<file path="src/rtl/rc_div_sequencer_if.sv">
// Bus between the divider sequencer and its surroundings.
// Carries the request (start, dividend, divisor), the result
// (busy, done, quotient, remainder, div_by_zero) and the time-shared
// add/sub unit connection (add_a, add_b, add_sna driven by the divider;
// add_y, add_co returned by the adder).
//   slave  : divider side
//   master : requester + adder side
interface rc_div_sequencer_if #(
  parameter int WIDTH = 32
);
  logic             start;
  logic [WIDTH-1:0] dividend;
  logic [WIDTH-1:0] divisor;
  logic             busy;
  logic             done;
  logic [WIDTH-1:0] quotient;
  logic [WIDTH-1:0] remainder;
  logic             div_by_zero;
  logic [WIDTH-1:0] add_a;
  logic [WIDTH-1:0] add_b;
  logic             add_sna;
  logic [WIDTH-1:0] add_y;
  logic             add_co;

  modport slave (
    input  start, dividend, divisor, add_y, add_co,
    output busy, done, quotient, remainder, div_by_zero, add_a, add_b, add_sna
  );

  modport master (
    output start, dividend, divisor, add_y, add_co,
    input  busy, done, quotient, remainder, div_by_zero, add_a, add_b, add_sna
  );
endinterface

</file>
<file path="src/rtl/rc_div_sequencer.sv">
// Multi-cycle unsigned restoring divider controller.
// Shares one external WIDTH-bit add/sub unit, one trial subtract per cycle.
// Ports:
//   clk  : rising-edge clock
//   rst  : synchronous reset, active-high; aborts any op in flight
//   bus  : rc_div_sequencer_if.slave (request, result, adder drive/return)
// Flow: IDLE --start--> RUN (WIDTH iterations) --> FIN (done pulse) --> IDLE.
// A zero divisor skips RUN and goes straight to FIN with div_by_zero set.
module rc_div_sequencer #(
  parameter int WIDTH = 32
) (
  input  logic                clk,
  input  logic                rst,
  rc_div_sequencer_if.slave   bus
);
  localparam int CW = $clog2(WIDTH);

  localparam logic [1:0] S_IDLE = 2'd0;
  localparam logic [1:0] S_RUN  = 2'd1;
  localparam logic [1:0] S_FIN  = 2'd2;

  logic [1:0]       state;
  logic [WIDTH-1:0] r, q, d;
  logic [CW-1:0]    cnt;
  logic             dbz;

  logic             run;
  logic [WIDTH-1:0] shifted;
  logic             ok;

  assign run     = (state == S_RUN);
  // Partial remainder shifted left with the next dividend bit pulled in from q.
  assign shifted = {r[WIDTH-2:0], q[WIDTH-1]};
  // r[W-1] is the bit shifted out of the window: the true value is >= 2^W > d,
  // so the subtract must succeed and its W-bit difference is exact.
  assign ok      = r[WIDTH-1] | bus.add_co;

  // Adder is only driven during RUN so it stays quiet otherwise.
  assign bus.add_a   = run ? shifted : '0;
  assign bus.add_b   = run ? d : '0;
  assign bus.add_sna = run;

  assign bus.busy        = run;
  assign bus.done        = (state == S_FIN);
  assign bus.quotient    = q;
  assign bus.remainder   = r;
  assign bus.div_by_zero = dbz;

  always_ff @(posedge clk) begin
    if (rst) begin
      state <= S_IDLE;
      r     <= '0;
      q     <= '0;
      d     <= '0;
      cnt   <= '0;
      dbz   <= 1'b0;
    end else begin
      case (state)
        S_IDLE: begin
          if (bus.start) begin
            d   <= bus.divisor;
            cnt <= '0;
            if (bus.divisor == '0) begin
              q     <= '1;
              r     <= bus.dividend;
              dbz   <= 1'b1;
              state <= S_FIN;
            end else begin
              q     <= bus.dividend;
              r     <= '0;
              dbz   <= 1'b0;
              state <= S_RUN;
            end
          end
        end
        S_RUN: begin
          r   <= ok ? bus.add_y : shifted;
          q   <= {q[WIDTH-2:0], ok};
          cnt <= cnt + CW'(1);
          if (cnt == CW'(WIDTH - 1)) state <= S_FIN;
        end
        S_FIN:   state <= S_IDLE;
        default: state <= S_IDLE;
      endcase
    end
  end
endmodule

</file>
<file path="src/flat_wrapper.sv">
// flat-port wrapper written by rule: the top's interface ports become plain ports
module rc_div_sequencer_flat 
#(
  parameter int WIDTH = 32
)
  (clk, rst, bus_start, bus_dividend, bus_divisor, bus_add_y, bus_add_co, bus_busy, bus_done, bus_quotient, bus_remainder, bus_div_by_zero, bus_add_a, bus_add_b, bus_add_sna);
  rc_div_sequencer_if #(.WIDTH(WIDTH)) bus_i ();
  input  logic clk;
  input  logic rst;
  input wire logic [$bits(bus_i.start)-1:0] bus_start;
  input wire logic [$bits(bus_i.dividend)-1:0] bus_dividend;
  input wire logic [$bits(bus_i.divisor)-1:0] bus_divisor;
  input wire logic [$bits(bus_i.add_y)-1:0] bus_add_y;
  input wire logic [$bits(bus_i.add_co)-1:0] bus_add_co;
  output wire logic [$bits(bus_i.busy)-1:0] bus_busy;
  output wire logic [$bits(bus_i.done)-1:0] bus_done;
  output wire logic [$bits(bus_i.quotient)-1:0] bus_quotient;
  output wire logic [$bits(bus_i.remainder)-1:0] bus_remainder;
  output wire logic [$bits(bus_i.div_by_zero)-1:0] bus_div_by_zero;
  output wire logic [$bits(bus_i.add_a)-1:0] bus_add_a;
  output wire logic [$bits(bus_i.add_b)-1:0] bus_add_b;
  output wire logic [$bits(bus_i.add_sna)-1:0] bus_add_sna;
  assign bus_i.start = bus_start;
  assign bus_i.dividend = bus_dividend;
  assign bus_i.divisor = bus_divisor;
  assign bus_i.add_y = bus_add_y;
  assign bus_i.add_co = bus_add_co;
  assign bus_busy = bus_i.busy;
  assign bus_done = bus_i.done;
  assign bus_quotient = bus_i.quotient;
  assign bus_remainder = bus_i.remainder;
  assign bus_div_by_zero = bus_i.div_by_zero;
  assign bus_add_a = bus_i.add_a;
  assign bus_add_b = bus_i.add_b;
  assign bus_add_sna = bus_i.add_sna;
  rc_div_sequencer #(.WIDTH(WIDTH)) u_core (.clk(clk), .rst(rst), .bus(bus_i));
endmodule
</file>
<file path="config.mk">
export PLATFORM = sky130hd
export DESIGN_NAME = rc_div_sequencer_flat
export DESIGN_NICKNAME = d
export VERILOG_FILES = /design/src/rtl/rc_div_sequencer_if.sv /design/src/rtl/rc_div_sequencer.sv /design/src/flat_wrapper.sv
export SDC_FILE = /design/constraint.sdc
export NUM_CORES = 1
export LEC_CHECK = 0
export CORE_UTILIZATION = 41
export CTS_CLUSTER_SIZE = 25
export DETAILED_ROUTE_END_ITERATION = 10
export DONT_BUFFER_PORTS = 1
export GPL_TIMING_DRIVEN = 0
export HOLD_SLACK_MARGIN = 0.06
export MAX_ROUTING_LAYER = met4
export RECOVER_POWER = 100
export SETUP_SLACK_MARGIN = 0.2
export SKIP_LAST_GASP = 1
export SYNTH_ARGS = -nofsm -noshare
export SYNTH_HDL_FRONTEND = slang
export SYNTH_SLANG_ARGS = --single-unit
</file>
<file path="constraint.sdc">
create_clock -name clk -period 1.3 [get_ports clk]
set_input_delay 0.26 -clock clk [delete_from_list [all_inputs] [get_ports clk]]
set_output_delay 0.26 -clock clk [all_outputs]
set_load 0.01 [all_outputs]
</file>
## Word-level counts from Yosys, hierarchy flattened

Cells that the tools add are included.

| word-level totals | value |
|---|---|
| register bits | 104 |
| output and inout bits | 132 |
| input port bits | 100 |
| logic and storage cells | 35 |

| cells by class | value |
|---|---|
| bitwise operators | 1 |
| reduce and logical (&&, ||, !) cells | 6 |
| add/sub/neg operators | 1 |
| eq/ne operators | 5 |
| multiplexer cells | 16 |

Operators with widths:

| cell | number |
|---|---|
| $mux W32 | 7 |
| $pmux W32 S2 | 2 |
| $logic_not A32 Y1 | 1 |
| $pmux W5 S2 | 1 |
| $mux W2 | 3 |
| $reduce_and A2 Y1 | 3 |
| $add A5 B1 Y5 const B | 1 |
| $eq A5 B5 Y1 const B | 1 |
| $mux W5 | 1 |
| $ne A2 B2 Y1 const B | 2 |
| $pmux W2 S2 | 1 |
| $eq A2 B1 Y1 const B | 1 |
| $eq A2 B2 Y1 const B | 1 |
| $logic_not A2 Y1 | 1 |
| $reduce_bool A2 Y1 | 1 |
| $mux W1 | 1 |
| $or A1 B1 Y1 | 1 |

## Depth between registers and ports, before layout

Gate-level depths: netlist (run 1).

| depth | value |
|---|---|
| depth after elaboration | 4 |
| mapped depth | 7 |
| mapped depth without buffers | 5 |

## Least setup slack after synthesis (run 1)

OpenSTA, ideal clock, no wires.

| timing | value |
|---|---|
| path kind | register -> register |
| start | register u_core.r[31], in the netlist u_core.bus.remainder[31] |
| end | register u_core.r[2], in the netlist u_core.bus.remainder[2] |
| data required time | 1165 ps |
| stages on the path, launching flop included | 6 |
| data arrival time | 1322 ps |
| library setup time | 135 ps |
| clock period less this slack | 1457 ps |
| buffers on the path | 1 |
| setup slack | -157 ps |
| cell sequence | dfxtp_1 -> nor2_2 -> buf_2 -> mux2_2 -> a21oi_1 -> a211oi_1 |

| on the way | value |
|---|---|
| word-level cells in the longest chain between the ends | 3 |

RTL lines:

| item | line | text |
|---|---|---|
| from (decl) | rc_div_sequencer.sv:23 | `logic [WIDTH-1:0] r, q, d;` |
| from (signal assigned) | rc_div_sequencer.sv:65 | `r <= bus.dividend;` |
| from (signal assigned) | rc_div_sequencer.sv:77 | `r <= ok ? bus.add_y : shifted;` |
| $or A1 B1 Y1 | rc_div_sequencer.sv:36 | `assign ok = r[WIDTH-1] \| bus.add_co;` |
| $mux W32 | rc_div_sequencer.sv:77 |  |
| $pmux W32 S2 | rc_div_sequencer.sv:58 | `case (state)` |

Every way passes these cells.
A chain may end at the register's enable or synchronous reset.

## Final worst setup path (run 1)

| timing | value |
|---|---|
| start | register u_core.state[1] |
| end | output port bus_add_a[28] |

| on the way | value |
|---|---|
| word-level cells in the longest chain between the ends | 2 |

RTL lines:

| item | line | text |
|---|---|---|
| from (decl) | rc_div_sequencer.sv:22 | `logic [1:0] state;` |
| from (signal assigned) | rc_div_sequencer.sv:51 | `state <= S_IDLE;` |
| from (signal assigned) | rc_div_sequencer.sv:67 | `state <= S_FIN;` |
| from (signal assigned) | rc_div_sequencer.sv:72 | `state <= S_RUN;` |
| $eq A2 B1 Y1 | rc_div_sequencer.sv:31 | `assign run = (state == S_RUN);` |
| $mux W32 | rc_div_sequencer.sv:39 | `assign bus.add_a = run ? shifted : '0;` |
| to (decl) | flat_wrapper.sv:20 | `output wire logic [$bits(bus_i.add_a)-1:0] bus_add_a;` |

Every way passes these cells.

==> results of run 1 <==
## cells in the mapped netlist (2+ instances only)
cell type | count | area share (%)
dfxtp_1 | 104 | 40
a21oi_1 | 99 | 9.5
nor2_1 | 72 | 5.2
nand2_1 | 70 | 5.0
and2_1 | 65 | 7.8
a211oi_1 | 34 | 4.9
clkbuf_1 | 32 | 2.3
mux2_2 | 32 | 6.9
nand4_1 | 32 | 3.8
o221ai_1 | 31 | 5.2
buf_2 | 16 | 1.5
buf_6 | 8 | 1.7
nor4_1 | 7 | 0.84
buf_1 | 5 | 0.36
nand3_1 | 5 | 0.48
buf_12 | 3 | 1.2
buf_4 | 3 | 0.43
and4_1 | 2 | 0.34
ha_1 | 2 | 0.48
## per-layer routing
metal | wire [microns] | vias to the layer above | GRT usage, %
li1 | - | 2479 | -
met1 | 8700 | 2670 | 37.2
met2 | 9810 | 237 | 45.9
met3 | 1600 | 33 | 6.27
met4 | 456 | 0 | 10.7
met5 | 0 | - | -
## timing repair
action / in CTS / in global routing
pin swaps: 27 / 61
hold endpoints to repair: 32 / 0
hold buffers: 32 / 0
gates cloned: 12 / 5
resized for setup: 173 / 176
setup endpoints to repair: 172 / 182
buffers inserted: 26 / 17
## cell type report
type	count	area (sq um)	area share, %
Buffer	66	888	10.2
Tap cell	168	210	2.42
Multi-Input combinational cell	465	3970	45.7
Sequential cell	104	2100	24.2
Clock inverter	4	45.0	0.519
Inverter	2	20.0	0.231
Timing Repair Buffer	92	1200	13.9
Clock buffer	11	243	2.80
## where the power goes
part	switching (W)	internal [W]
combinational	0.00138	0.00162
sequential	0.000447	0.00347
clock	0.00126	0.00153
total	0.00309	0.00662
## state kept, by name, summed over array words and instances, names as in the netlist
| register | cells |
|---|---|
| u_core.bus.remainder | 32 |
| u_core.state | 2 |
| u_core.cnt | 5 |
| u_core.bus.quotient | 32 |
| u_core.d | 32 |
| u_core.bus.div_by_zero | 1 |
## cell usage in the layout (no fill, tap or decap), types with 2 or more instances in the layout
| cell type | Yosys | layout |
|---|---|---|
| a21oi_4 | 0 | 2 |
| nor4_2 | 1 | 3 |
| clkinv_2 | 0 | 3 |
| and2_4 | 0 | 65 |
| clkbuf_8 | 0 | 4 |
| buf_4 | 3 | 18 |
| nand2_4 | 0 | 22 |
| dfxtp_1 | 104 | 93 |
| nor2_4 | 0 | 6 |
| dlygate4sd3_1 | 0 | 32 |
| clkbuf_16 | 0 | 23 |
| nor2_2 | 1 | 6 |
| mux2_4 | 0 | 30 |
| buf_8 | 0 | 22 |
| clkbuf_4 | 0 | 4 |
| dfxtp_2 | 0 | 10 |
| o221ai_2 | 0 | 24 |
| mux2_2 | 32 | 2 |
| nor2_1 | 72 | 61 |
| nand3_1 | 5 | 2 |
| a211oi_2 | 0 | 12 |
| nand4_1 | 32 | 32 |
| o221ai_4 | 0 | 7 |
| clkbuf_1 | 32 | 12 |
| nand2_1 | 70 | 40 |
| buf_16 | 0 | 6 |
| nand2_2 | 1 | 9 |
| nor4_1 | 7 | 5 |
| nand3_2 | 0 | 3 |
| buf_6 | 8 | 27 |
| a21oi_1 | 99 | 24 |
| a21oi_2 | 0 | 73 |
| a211oi_1 | 34 | 22 |
| clkbuf_2 | 0 | 3 |
| buf_12 | 3 | 16 |
| and4_1 | 2 | 2 |
## logic make-up (layout without fill, tap and decap cells)
logic type / Yosys count / in the layout
flip-flops: 104 / 104
AND/OR/NAND/NOR: 262 / 262
AO/OA/AOI/OAI: 169 / 169
adder cells (fa/ha/maj): 2 / 2
buffers and inverters: 69 / 175
multiplexers: 32 / 32
## final timing paths
check / slack [ns] / end / startpoint
max: -0.41 / bus_add_a[28] / u_core.state[1]
min: 0.06 / u_core.bus.remainder[30] / bus_dividend[30]
max reg2reg: -0.40 / u_core.bus.remainder[17] / u_core.bus.remainder[31]
min reg2reg: 0.46 / u_core.d[15] / u_core.d[15]
## worst register-to-register path, delay by kind of cell (launching register included)
family,cells,cell delay [ns]
buf+inv,3,0.40
flops,1,0.54
compound gates,2,0.24
mux,1,0.31
simple gates,1,0.08
## through the flow
stage / hold slack, ns / area (sq um) / total power (W) / TNS [ns] / setup WS [ns]
global placement: 0.398 / 5860 / 0.00539 / -27.87 / -0.349
floorplan: 0.396 / 5650 / 0.00504 / -0.0883 / -0.00338
finish: 0.0635 / 8670 / 0.00971 / -46.80 / -0.414
global route: 0.0610 / 8670 / 0.0100 / -53.95 / -0.447
CTS: 0.0638 / 7740 / 0.00908 / -36.12 / -0.409
detailed placement: 0.402 / 5860 / 0.00544 / -30.01 / -0.370
==> key figures, run 1 <==
Detailed routing
  • Post-route ant nets: 0
  • DRC Markers: 0
  • Drt total wl: slightly above 20000 microns
  • DR vias: 5419
  • TritonRoute pass-1 iters: 6
  • Vias per cell: between 5 and 6
  • Wirelength per Cell: about 23 microns
  • DR iter-0 viols: 345

Global route
  • Largest net degree at the start of global routing: 16
  • Initial antenna violation count: 0
  • First-pass GRT wire length: 28500 microns
  • Global route overflow: 0
  • Gr usage total: approximately 29%
  • Vias in the first global route: about 5300

Status
  • Status: finished with violations
  • Failing checks: negative setup slack

Power
  • Worst IR drop on VDD: between 0.6 and 0.7 mV
  • PD cells: 1120 nW/um^2
  • LEAKAGE: ~3.3 nW

Floorplanning
  • Rows: 40
  • IO Count: about 230
  • Initial Utilization: 42.7%
  • Die area: 13200 sq um
  • Core box area: between 10000 and 15000 sq um
  • Die width: 115 microns
  • Die Y: between 100 and 150 microns

Final layout
  • Syn-to-layout area delta: 66.4%
  • Nets@finish: about 840
  • Final core utilization: a little under three quarters
  • Antenna cells: 0
  • Share of cells above drive strength 1: a little under three fifths
  • Cell Count, Final, Fillers Out: between 900 and 1000
  • Fillcell total: between 900 and 1000

Synth
  • Synth unique cells: 35
  • Post-synth EDFFs: 0
  • Adder-cell share of the synthesized area: 0.480%
  • Area fraction in compound gates after synthesis: between 20 and 25%
  • YS warnings: 0
  • Mux cell area share after synthesis: roughly 6.9%
  • Post-synthesis async set-or-reset flop share: 0%
  • Sequential area share after synthesis: approximately 40%
  • Cells after Synth: 638
  • Simple-Gate Fraction of Synth Area: between 20% and 30%
  • Largest family of logic cells by synthesized area: simple AND/OR/NAND/NOR gates
  • Synth Cell Area: about 5200 sq um
  • Syn Nets: 740
  • Syn_area_per_cell: ~8 sq um
  • Seq cells post-synth: about 100
  • Xor/xnor share of the synthesized area: 0%
  • Post-synth top flop: dfxtp_1

Hold path
  • Hold path depth: 2
  • Hold Crit Class: input pin to flip-flop

Critical path
  • Family with the most delay on the worst path: buffers and inverters
  • CP Capture Type: output pin
  • Critical Path RT: about 1.0 ns
  • Crit path max fanout: 7
  • Setup CP Type: flip-flop to output pin
  • CP max stage cell: dfxtp_2
  • Reg2reg path depth: 7
  • Worst EP arrival: 1.45 ns
  • WP buf/inv: 4
  • Levels on crit path: 6
  • CP Cell Sequence: nand2b_4, buf_8, clkinv_8, buf_4, clkbuf_16, and2_4
  • Crit path launch type: flip-flop
  • Critical Path Max Stage Delay: around 0.33 ns

Place
  • Hpwl dp: approximately 12000 microns
  • GP Congestion: 0.808
  • Port Buffers: 0
  • Dpl cells: 806

Clocking
  • Skew-Pair Late Insertion Delay: 0.36 ns
  • Total CTS buffers: 9
  • Clk root buf: clkbuf_16
  • # clock sinks: 104
  • H-tree levels: 3
  • Reg clk slew, reported paths: ~0.07 ns
  • CTS tree: done
  • Clock buffer depth: 2

STA
  • Min cycle time layout: ~1.7 ns
  • Final hold viol count: 0
  • Worst slew margin: 30.4%
  • Max-slew violations: 0
  • Tcrit/Tclk final: 132%
  • Worst-Margin Slew: 1.04 ns
  • Highest Clock Rate: slightly below 600 MHz
  • Clock skew: about 0.0047 ns
  • Final setup margin: -0.414 ns
  • Unrepaired setup endpoints after global routing: yes
  • # setup viols final: between 150 and 200

Flow run
  • Max cap viols: 0
No activity file was read; power rests on OpenSTA's default activity.
==> run 2, diff against run 1 <==
--- a/config.mk
+++ b/config.mk
@@ -12,6 +12,7 @@
 export GPL_TIMING_DRIVEN = 0
 export HOLD_SLACK_MARGIN = 0.06
 export MAX_ROUTING_LAYER = met4
+export PLACE_DENSITY = 0.57
 export RECOVER_POWER = 100
 export SETUP_SLACK_MARGIN = 0.2
 export SKIP_LAST_GASP = 1
==> key figures, run 2 (synthesized netlist as in run 1, its figures left out) <==
Detailed routing
  • Wirelength per Cell: 22.3 microns (-1.1%)
  • DRC Markers: 0 (unchanged)
  • Drt total wl: 20400 microns (-0.57%)
  • Vias per cell: 5.84 (-1.7%)
  • DR vias: 5355 (-1.2%)
  • DR iter-0 viols: 293 (-15%)
  • TritonRoute pass-1 iters: 4 (-2)
  • Post-route ant nets: 0 (unchanged)

Place
  • GP Congestion: 0.793 (-1.8%)
  • Hpwl dp: 12300 microns (+0.52%)
  • Port Buffers: 0 (unchanged)
  • Setup slack at placement: -0.368 ns (+0.00250 ns)
  • Dpl cells: 806 (unchanged)

Final layout
  • Commonest non-fill, non-tap cells in the layout: 99 x dfxtp_1, 71 x a21oi_2, 65 x and2_4
  • Share of cells above drive strength 1: 55.1% (-0.64 points)
  • FF/Latch Area: 2100 sq um (-0.12%)
  • Fillcell total: 916 (-0.76%)
  • Cell Count, Final, Fillers Out: 917 (+0.55%)
  • Antenna cells: 0 (unchanged)
  • Nets@finish: 847 (+0.59%)
  • Most common cell after layout, fill and taps aside: dfxtp_1
  • Syn-to-layout area delta: 70.9%
  • Area occupied by multi-input gates: 4030 sq um (+1.6%)
  • Final core utilization: 73.0% (+1.9 points)

Clocking
  • Reg clk slew, reported paths: 0.07 ns (about the same)
  • Clock buffer depth: 2 (unchanged)
  • H-tree levels: 3 (unchanged)
  • Skew-Pair Late Insertion Delay: 0.36 ns (about the same)
  • Clk root buf: clkbuf_16
  • CTS tree: done
  • # clock sinks: 104 (unchanged)
  • Total CTS buffers: 9 (unchanged)

STA
  • Final setup margin: -0.420 ns (-0.00632 ns)
  • Worst-Margin Slew: 1.05 ns (+0.00266 ns)
  • Highest Clock Rate: 581 MHz (-0.37%)
  • Tcrit/Tclk final: 132% (+0.49 points)
  • Final hold slack: 0.0634 ns (-0.000101 ns)
  • Min cycle time layout: 1.72 ns (+0.00632 ns)
  • Unrepaired setup endpoints after global routing: yes
  • Final hold viol count: 0 (unchanged)
  • Worst slew margin: 30.3% (-0.18 points)
  • # setup viols final: 171 (+0.59%)
  • Max-slew violations: 0 (unchanged)
  • Clock skew: 0.00817 ns (+0.00343 ns)

Hold path
  • Hold Crit Class: input pin to flip-flop

Floorplanning
  • Initial Utilization: 42.7% (unchanged)
  • Rows: 40 (unchanged)
  • IO Count: 232 (unchanged)
  • Core box area: 12200 sq um (unchanged)
  • Die area: 13200 sq um (unchanged)
  • Die width: 115 microns (unchanged)
  • Die Y: 115 microns (unchanged)

Power
  • PD cells: 1130 nW/um^2 (+0.78%)
  • Worst IR drop on VDD: 0.983 mV (+46%)
  • LEAKAGE: 3.46 nW (+3.9%)

Critical path
  • CP max stage cell: dfxtp_4
  • Crit path max fanout: 7 (unchanged)
  • Worst EP arrival: 1.46 ns (about the same)
  • Crit path launch type: flip-flop
  • Critical Path RT: 1.04 ns (about the same)
  • WP buf/inv: 4 (unchanged)
  • CP Cell Sequence: nand2b_4, buf_8, clkinv_8, buf_4, clkbuf_16, and2_4
  • Setup CP Type: flip-flop to output pin
  • CP Capture Type: output pin
  • Critical Path Max Stage Delay: 0.35 ns (+0.02 ns)
  • Family with the most delay on the worst path: buffers and inverters

Global route
  • Largest net degree at the start of global routing: 16 (unchanged)
  • First-pass GRT wire length: 27800 microns (-2.6%)
  • Global route overflow: 0 (unchanged)
  • Gr usage total: 28.6% (-0.71 points)
  • Vias in the first global route: 5122 (-3.0%)
  • Initial antenna violation count: 0 (unchanged)

Flow run
  • Max cap viols: 0 (unchanged)

Status
  • Status: finished with violations
  • Failing checks: negative setup slack
run 2: cell count changes in the layout (fill, tap and decap cells not counted), moves of 5 or more:
cell	before	now
buf_8	22	17
nand2_4	22	34
clkbuf_16	23	30
dfxtp_1	93	99
buf_12	16	22
dfxtp_2	10	2
mux2_2	2	7
nand2_1	40	25
mux2_4	30	25
dlygate4sd3_1	32	38
run 2: path summary, 6_finish.rpt:
path / from / end / slack [ns] / cells past startpoint
setup / recovery: u_core.state[1] / bus_add_a[20] / -0.42 / 6
setup reg to reg: u_core.state[1] / u_core.bus.remainder[20] / -0.29 / 9
hold reg to reg: u_core.d[20] / u_core.d[20] / 0.46 / 2
hold / removal: bus_dividend[24] / u_core.bus.quotient[24] / 0.06 / 2
run 2: power by group:
part	leakage, nW	internal, W	switching (W)
Sequential	0.860	0.00346	0.000455
Combinational	2.44	0.00167	0.00140
Clock	0.161	0.00185	0.00121
run 2: final cells by class:
class | instances | share of cell area [%]
tap | 168 | 2.36
clock inverter | 2 | 0.674
buffer | 66 | 10.7
sequential | 104 | 23.5
timing repair buffer | 97 | 14.3
multi-input combinational | 465 | 45.2
inverter | 2 | 0.225
clock buffer | 13 | 3.05
run 2: repair_timing:
item,in CTS,in global routing
cloned,10,10
setup endpoints to repair,171,182
endpoints found under the hold margin,36,2
pin swaps,20,83
buffers inserted,23,16
resized for setup,128,245
hold buffers,36,2
run 2: metal layers:
layer / share of wire, % / GRT usage (%) / up-vias
li1: - / - / 2494
met1: 41 / 35.3 / 2589
met2: 48 / 44.8 / 236
met3: 8.3 / 8.54 / 36
met4: 2.2 / 9.00 / 0
met5: 0 / - / -
run 2: through the flow:
stage | area, sq um | setup TNS, ns | total power [W]
6_report | 8910 | -42.94 | 0.0101
5_1_grt | 8910 | -51.56 | 0.0104
4_1_cts | 7570 | -37.40 | 0.00923
3_5_place_dp | 5860 | -28.77 | 0.00543
2_1_floorplan | 5650 | -0.0883 | 0.00504
3_3_place_gp | 5860 | -26.47 | 0.00539
run 2: worst register-to-register path: stages, from the launching register on:
cell	delay [ns]
dfxtp_4	0.35
nand2b_4	0.14
buf_8	0.13
clkinv_8	0.05
clkbuf_16	0.15
buf_6	0.10
buf_8	0.12
clkbuf_16	0.16
a21oi_2	0.05
a211oi_1	0.25
==> run 3, diff against run 2 <==
--- a/config.mk
+++ b/config.mk
@@ -5,6 +5,8 @@
 export SDC_FILE = /design/constraint.sdc
 export NUM_CORES = 1
 export LEC_CHECK = 0
+export CAP_MARGIN = 25
+export CORE_MARGIN = 2
 export CORE_UTILIZATION = 41
 export CTS_CLUSTER_SIZE = 25
 export DETAILED_ROUTE_END_ITERATION = 10
==> key figures, run 3 (synthesized netlist as in run 1, its figures left out) <==
Critical path
  • Setup CP Type: flip-flop to output pin
  • Worst EP arrival: 1.46 ns (about the same)
  • CP max stage cell: dfxtp_4
  • Family with the most delay on the worst path: buffers and inverters
  • WP buf/inv: 4 (unchanged)
  • CP Cell Sequence: nand2b_4, buf_8, clkinv_8, buf_12, clkbuf_16, and2_4
  • Crit path max fanout: 5 (-2)
  • Critical Path Max Stage Delay: 0.34 ns (about the same)
  • Critical Path RT: 1.04 ns (about the same)
  • Crit path launch type: flip-flop
  • CP Capture Type: output pin

Floorplanning
  • Core box area: 12500 sq um (+2.5%)
  • Die Y: 117 microns (+1.7%)
  • IO Count: 232 (unchanged)
  • Die width: 117 microns (+1.7%)
  • Rows: 41 (+2.5%)
  • Die area: 13600 sq um (+3.5%)
  • Initial Utilization: 41.6% (-1.0 points)

Place
  • Dpl cells: 810 (+0.50%)
  • GP Congestion: 0.800 (+0.83%)
  • Port Buffers: 0 (unchanged)
  • Hpwl dp: 12400 microns (+0.41%)

Final layout
  • Most common cell after layout, fill and taps aside: dfxtp_1
  • Nets@finish: 843 (-0.47%)
  • Share of cells above drive strength 1: 52.1% (-3.1 points)
  • Syn-to-layout area delta: 67.5%
  • Commonest non-fill, non-tap cells in the layout: 100 x dfxtp_1, 65 x and2_4, 62 x nor2_1
  • Final core utilization: 69.7% (-3.2 points)
  • Cell Count, Final, Fillers Out: 918 (+0.11%)

Detailed routing
  • Vias per cell: 5.84 (about the same)
  • Post-route ant nets: 0 (unchanged)
  • Drt total wl: 20200 microns (-1.3%)
  • DR iter-0 viols: 337 (+15%)
  • DRC Markers: 0 (unchanged)
  • DR vias: 5360 (+0.093%)
  • Wirelength per Cell: 22.0 microns (-1.4%)
  • TritonRoute pass-1 iters: 4 (unchanged)

Clocking
  • CTS tree: done
  • H-tree levels: 3 (unchanged)
  • Clk root buf: clkbuf_16
  • # clock sinks: 104 (unchanged)
  • Clock buffer depth: 2 (unchanged)
  • Skew-Pair Late Insertion Delay: 0.36 ns (about the same)
  • Reg clk slew, reported paths: 0.07 ns (about the same)
  • Total CTS buffers: 9 (unchanged)

Status
  • Status: finished with violations
  • Failing checks: negative setup slack

Flow run
  • Max cap viols: 0 (unchanged)

Power
  • Total power: 0.00967 W (-3.8%)
  • Worst IR drop on VDD: 0.579 mV (-41%)
  • LEAKAGE: 3.26 nW (-5.9%)
  • PD cells: 1110 nW/um^2 (-1.9%)

Hold path
  • Hold Crit Class: input pin to flip-flop

STA
  • Final setup margin: -0.418 ns (+0.00189 ns)
  • Clock skew: 0.0106 ns (+0.00243 ns)
  • Worst-Margin Slew: 1.16 ns (+0.114 ns)
  • # setup viols final: 171 (unchanged)
  • Final hold viol count: 0 (unchanged)
  • Worst slew margin: 22.7% (-7.6 points)
  • Setup Total Neg Slack: -50.04 ns (-7.11 ns)
  • Tcrit/Tclk final: 132% (-0.15 points)
  • Final hold slack: 0.0641 ns (+0.000765 ns)
  • Max-slew violations: 0 (unchanged)
  • Unrepaired setup endpoints after global routing: yes
  • Highest Clock Rate: 582 MHz (+0.11%)
  • Min cycle time layout: 1.72 ns (-0.00189 ns)

Global route
  • Initial antenna violation count: 0 (unchanged)
  • First-pass GRT wire length: 27500 microns (-0.87%)
  • Largest net degree at the start of global routing: 16 (unchanged)
  • Global route overflow: 0 (unchanged)
  • Gr usage total: 27.4% (-1.2 points)
  • Vias in the first global route: 5159 (+0.72%)
## run 3: cell count changes in the layout (fill, tap and decap cells not counted), sizes merged
cell	delta
buf	-3
clkinv	+3
dlygate4sd3	-3
bufbuf	+2
bufinv	-2
clkbuf	-1
diode	+1
## run 3: per-layer routing
metal / up-vias / routed length, microns / global-route usage [%]
li1: 2499 / - / -
met1: 2615 / 8630 / 35.6
met2: 216 / 9630 / 41.2
met3: 30 / 1540 / 6.95
met4: 0 / 385 / 10.4
met5: - / 0 / -
## run 3: stage by stage
| stage | instance area, sq um | setup WS (ns) |
|---|---|---|
| after floorplan | 5650 | -0.00338 |
| after global placement | 5870 | -0.311 |
| after detailed placement | 5870 | -0.395 |
| after CTS | 7630 | -0.445 |
| after global routing | 8730 | -0.462 |
| final | 8730 | -0.418 |
## run 3: what timing repair did
item / 4_1_cts / 5_1_grt
hold endpoints to repair: 35 / 0
cloned: 12 / 8
setup endpoints to repair: 172 / 180
buffers inserted: 22 / 16
hold buffers: 35 / 0
gates resized for setup: 150 / 179
pin swaps: 30 / 60
## run 3: path summary, 6_finish.rpt
kind	startpoint	slack, ns	cells past startpoint	to
hold reg to reg	u_core.d[12]	0.46	2	u_core.d[12]
hold / removal	bus_dividend[28]	0.06	2	u_core.bus.quotient[28]
setup / recovery	u_core.state[1]	-0.42	6	bus_add_a[31]
setup reg to reg	u_core.bus.remainder[31]	-0.41	6	u_core.bus.remainder[28]
## run 3: area by class of cell
class / instances / area [sq um]
timing repair buffer: 93 / 1250
buffer: 66 / 946
clock inverter: 3 / 15.0
sequential: 104 / 2090
fill: 965 / 3790
clock buffer: 12 / 268
antenna: 1 / 2.50
tap: 172 / 215
inverter: 2 / 20.0
multi-input combinational: 465 / 3930
## run 3: worst reg2reg max path: stages (launching register included)
cell and delay [ns]:
dfxtp_1 0.41, nor2_4 0.17, buf_12 0.14, bufbuf_16 0.26, mux2_2 0.37, a21oi_4 0.15
a211oi_2 0.07
## run 3: where the power goes
group	internal (W)	switching [W]
clock	0.00145	0.00124
sequential	0.00346	0.000454
combinational	0.00167	0.00139
total	0.00658	0.00308
